[config.mk]
export PLATFORM = sky130hd
export DESIGN_NAME = slave_port
export DESIGN_NICKNAME = d
export VERILOG_FILES = /design/src/rtl/slave_port.sv
export SDC_FILE = /design/constraint.sdc
export NUM_CORES = 1
export LEC_CHECK = 0
export BUFFER_PORTS_ARGS = -buffer_cell sky130_fd_sc_hd__clkbuf_2
export CORE_UTILIZATION = 30
export CTS_BUF_LIST = sky130_fd_sc_hd__clkbuf_2
export DETAILED_ROUTE_END_ITERATION = 10
export SLEW_MARGIN = 20
export SYNTH_ARGS = -nofsm -noshare
export SYNTH_HDL_FRONTEND = slang
export SYNTH_SLANG_ARGS = --single-unit
[constraint.sdc]
create_clock -name clk -period 1.5 [get_ports clk]
set_clock_uncertainty 0.1 [all_clocks]
set_input_delay 0.225 -clock clk [delete_from_list [all_inputs] [get_ports clk]]
set_output_delay 0.225 -clock clk [all_outputs]
set_load 0.01 [all_outputs]
[src/rtl/slave_port.sv]
// Slave endpoint of the serial bus: shifts in an LSB-first address (plus write data),
// presents it in parallel, and serialises a byte from local storage for reads.
module slave_port #(
    parameter int ADDR_W = 12,
    parameter int DATA_W = 8
) (
    input  logic              clk,
    input  logic              rstn,
    input  logic              read_enable,
    input  logic              write_enable,
    input  logic              m_ready,
    input  logic              m_valid,
    output logic              s_valid,
    output logic              s_ready,
    input  logic              rx_address,
    input  logic              rx_data,
    output logic              tx_data,
    input  logic [DATA_W-1:0] data_input,
    output logic [ADDR_W-1:0] address,
    output logic [DATA_W-1:0] data
);

    // state     | meaning
    // IDLE      | ready for a new transaction (s_ready=1)
    // RX        | shifting in address bits 1..ADDR_W-1 (and write data)
    // READ_WAIT | address received for a read, waiting for m_ready
    // TX        | shifting the latched read byte out on tx_data
    localparam int CNT_W = $clog2(ADDR_W + 1);

    typedef enum logic [1:0] {IDLE, RX, READ_WAIT, TX} state_t;

    state_t            state;
    state_t            state_nxt;
    logic [CNT_W-1:0]  bit_cnt;
    logic              is_write;
    logic [ADDR_W-1:0] addr_sr;
    logic [DATA_W-1:0] data_sr;
    logic [DATA_W-1:0] tx_sr;
    logic              start;
    logic              rx_done;
    logic              tx_done;

    assign start   = (state == IDLE) && m_valid && (write_enable || read_enable);
    assign rx_done = (state == RX) && (bit_cnt == CNT_W'(ADDR_W));
    assign tx_done = (state == TX) && (bit_cnt == CNT_W'(DATA_W - 1));

    always_ff @(posedge clk) begin
        if (rstn) begin
            state <= IDLE;
        end else begin
            state <= state_nxt;
        end
    end

    always_comb begin
        state_nxt = state;
        case (state)
            IDLE:      if (start) state_nxt = RX;
            RX:        if (rx_done) state_nxt = is_write ? IDLE : READ_WAIT;
            READ_WAIT: if (m_ready) state_nxt = TX;
            TX:        if (tx_done) state_nxt = IDLE;
            default:   state_nxt = IDLE;
        endcase
    end

    // Shift registers fill from the top so that after the full count the first
    // (LSB) bit received has landed in bit 0.
    always_ff @(posedge clk) begin
        if (rstn) begin
            bit_cnt  <= '0;
            is_write <= 1'b0;
            addr_sr  <= '0;
            data_sr  <= '0;
            tx_sr    <= '0;
            address  <= '0;
            data     <= '0;
        end else begin
            case (state)
                IDLE: begin
                    if (start) begin
                        is_write <= write_enable;
                        addr_sr  <= {rx_address, addr_sr[ADDR_W-1:1]};
                        if (write_enable) begin
                            data_sr <= {rx_data, data_sr[DATA_W-1:1]};
                        end
                        bit_cnt <= CNT_W'(1);
                    end
                end
                RX: begin
                    if (!rx_done) begin
                        addr_sr <= {rx_address, addr_sr[ADDR_W-1:1]};
                        if (is_write && (bit_cnt < CNT_W'(DATA_W))) begin
                            data_sr <= {rx_data, data_sr[DATA_W-1:1]};
                        end
                        bit_cnt <= bit_cnt + 1'b1;
                    end else begin
                        address <= addr_sr;
                        if (is_write) begin
                            data <= data_sr;
                        end
                        bit_cnt <= '0;
                    end
                end
                READ_WAIT: begin
                    if (m_ready) begin
                        tx_sr   <= data_input;
                        bit_cnt <= '0;
                    end
                end
                TX: begin
                    tx_sr   <= {1'b0, tx_sr[DATA_W-1:1]};
                    bit_cnt <= tx_done ? '0 : bit_cnt + 1'b1;
                end
                default: bit_cnt <= '0;
            endcase
        end
    end

    assign s_ready = (state == IDLE);
    assign s_valid = (state == TX);
    assign tx_data = s_valid & tx_sr[0];

endmodule

==> reports/results.tsv <==
stage	metric	value	unit
sta	fmax	0.628	GHz
clocking	tritoncts	built	
finish	final_common_cell	dfxtp_1	
sta	finalHoldViolations	0	
logic_synthesis	synthArstFlopShare	0	
sta	fin_ws	-0.0935	ns
place	dp_slack	0.0203	ns
hold_path	holdCritPathClass	input port to flop	
worst_setup_path	crit_type	flop to primary output	
status	violations	negative setup slack	
pwr	p_int	1960	uW
worst_setup_path	worstPathArrival	1.27	ns
worst_setup_path	cp-start-kind	flop	
global_routing	grt_pass1_vias	1979	
finish	drive_above_1_share	0.290	
worst_setup_path	reg2reg_slack	0.02	ns
floorplanning	start_util	0.308	
place	placed_area	2740	um^2
global_routing	grt_antenna_before_repair	0	
worst_setup_path	crit_required	1.17	ns
place	place_hpwl	3460	um
drt	drt_iter0_markers	120	
floorplanning	fp.coreArea	7690	um^2
worst_setup_path	end_kind	primary output	
pwr	p_leak	0.00128	uW
pwr	swShare	0.252	
worst_setup_path	path_buf_inv	2	
logic_synthesis	syn_nets	261	
status	outcome	finished with violations	
logic_synthesis	syn_area	2370	um^2
finish	stdcell_area	3120	um^2
logic_synthesis	synth_area_leader_cell	dfxtp_1	
clocking	htreeDepth	2	
finish	nets	324	
pwr	worst_ir_drop_vdd	0.365	mV
logic_synthesis	synth_edf_count	0	
logic_synthesis	synth.top_cells.by_area	dfxtp_1 46%, mux2i_1 12%, nand2b_1 8.4%, a21oi_1 3.8%, o21ai_0 3.2%	
global_routing	grt_start_max_net_pins	39	
floorplanning	rows	32	
job	maxCapViolCount	0	
worst_setup_path	slowest_delay	0.43	ns
drt	postRouteAntennaNets	0	
worst_setup_path	crit_fanout	4	
logic_synthesis	ys.flop_type	dfxtp_1	
sta	worstMarginPinSlew	0.366	ns
pwr	pwr-share-comb	0.130	
hold_path	hold_end	tx_sr[3]$_SDFFE_PP0P_	
clocking	cts_inserted_buffers	5	
pwr	sequentialPowerShare	0.571	
drt	vias_per_cell	4.82	
floorplanning	die_h	90.9	um
sta	fin_crit_sh	1.06	
place	port_buffers	38	
global_routing	grt_pass1_wl	9030	um
sta	drv_slew	0	
finish	final_cell_mix	50 x dfxtp_1, 41 x clkbuf_2, 32 x nand2b_1, 28 x mux2i_1, 18 x a21oi_1	
logic_synthesis	syn_inst	243	
drt	wirelength	5110	um
sta	rsz0062_at_grt	yes	
pwr	clockPowerShare	0.299	
worst_setup_path	timing.rr.end	addr_sr[8]$_SDFFE_PP0P_	
drt	routed-via-count	1971	
hold_path	hp-start	data_input[3]	
place	gp_congestion	0.762	
worst_setup_path	path_cells	buf_6, and3_4, buf_6	
floorplanning	io_pins	39	
finish	syn2layout_area_growth	31.7	%
drt	wl_per_cell	12.5	um
drt	drc	0	
worst_setup_path	r2r_cells	5	
sta	finalCriticalPeriod	1.59	ns
pwr	power_density	838	nW/um^2
logic_synthesis	ys_seq_area_frac	0.464	
logic_synthesis	synth.ff_latch_count	55	
logic_synthesis	ys_types	39	
floorplanning	die_w	90.9	um
finish	diodes	0	
hold_path	hold_depth	4	
worst_setup_path	path_common_cell	buf_6	
sta	setup_violations	3	
worst_setup_path	cpLargestDelayFamily	flip-flops	
clocking	clk-insertion-delay-late	0.45	ns
logic_synthesis	synth_top_area_share	0.464	
clocking	clk_pin_slew_worst_paths	0.27	ns
drt	drt_first_pass_iters	4	
floorplanning	die_area	8260	um^2
clocking	clkSinkCount	55	
sta	relSlewSlack	0.756	
finish	fillers	764	
global_routing	track_usage	0.134	
logic_synthesis	ys_warn_count	0	
clocking	cts_root_buffer	clkbuf_2	
pwr	p_sw	660	uW
clocking	clock_path_buffers	2	
sta	holdWs	0.0253	ns
logic_synthesis	syn_area_per_cell	9.76	um^2
worst_setup_path	slowest_stage	dfxtp_4	
global_routing	grt_overflow_total	0	
## cell families after synthesis
family,synth area share
AO/OA/AOI/OAI,0.163
adder cells (fa/ha/maj),0.0106
buffers and inverters,0.0496
flip-flops,0.464
multiplexers,0.118
AND/OR/NAND/NOR,0.195
## worst max-delay path by stage
stage                                  from                        to  cells after the start
finish                                 flop                   tx_data                      3
global placement                       flop     tx_sr[1]$_SDFFE_PP0P_                      4
floorplan           bit_cnt[0]$_SDFFE_PP0P_  addr_sr[10]$_SDFFE_PP0P_                      6
global route                           flop                   tx_data                      3
detailed placement  bit_cnt[0]$_SDFFE_PP0P_   addr_sr[1]$_SDFFE_PP0P_                      6
CTS                   state[0]$_SDFFE_PP0P_                   tx_data                      3
## area by class of cell
type | instances | area (um^2) | area share
Timing Repair Buffer | 75 | 578 | 0.185
Sequential cell | 55 | 1110 | 0.356
Tap cell | 102 | 128 | 0.0409
Clock inverter | 3 | 47.5 | 0.0152
Inverter | 3 | 11.3 | 0.00361
Clock buffer | 5 | 25.0 | 0.00802
Multi-Input combinational cell | 166 | 1220 | 0.391
## power by group through the flow
| stage | Combinational (uW) | Clock [uW] | Sequential (uW) |
|---|---|---|---|
| 2_1_floorplan | 182 | 0 | 1520 |
| 4_1_cts | 331 | 814 | 1500 |
| 5_1_grt | 368 | 878 | 1500 |
| 3_3_place_gp | 261 | 0 | 1520 |
| 3_5_place_dp | 262 | 0 | 1520 |
| 6_report | 341 | 782 | 1500 |
## repair_timing
action	in CTS	in global routing
buffers inserted	6	1
pin swaps	3	4
gates cloned	1	0
gates resized for setup	18	19
hold buffers	12	1
setup endpoints to repair	35	50
endpoints found under the hold margin	13	1
## routing by layer
layer | share of wire | global-route usage
met3 | 0.026 | 0.0320
met5 | 0 | 0
met1 | 0.48 | 0.172
met4 | 0.012 | 0.0476
met2 | 0.48 | 0.217
## flip-flops by register name, indices dropped and copies added (netlist names), named ones only
register,count
data_sr,8
bit_cnt,4
is_write,1
address,12
addr_sr,12
data,8
state,1
tx_sr,8
## synthesized netlist by cell type (all sizes together) (4+ instances only)
cell type  count
a211oi         8
a21oi         19
buf           15
clkbuf         4
dfxtp         55
mux2i         28
nand2b        32
nand3         15
nand4b         4
nor2          12
o21ai         15
o2bb2ai        4
## metrics by stage
stage / setup TNS (ns) / utilization / std cells / total power (uW)
2_1_floorplan: 0 / - / 243 / 1700
3_3_place_gp: 0 / 0.356 / 381 / 1780
3_5_place_dp: 0 / 0.356 / 381 / 1780
4_1_cts: -0.431 / 0.398 / 408 / 2640
5_1_grt: -0.803 / 0.406 / 409 / 2750
6_report: -0.202 / 0.406 / 409 / 2620
## worst register-to-register path, cell delays in order (launching register included)
cell and delay, ns:
dfxtp_4 0.44, buf_4 0.14, and2b_4 0.21, a22oi_4 0.19, clkbuf_16 0.20, mux2i_1 0.17
(Power assumes the default switching activity.)
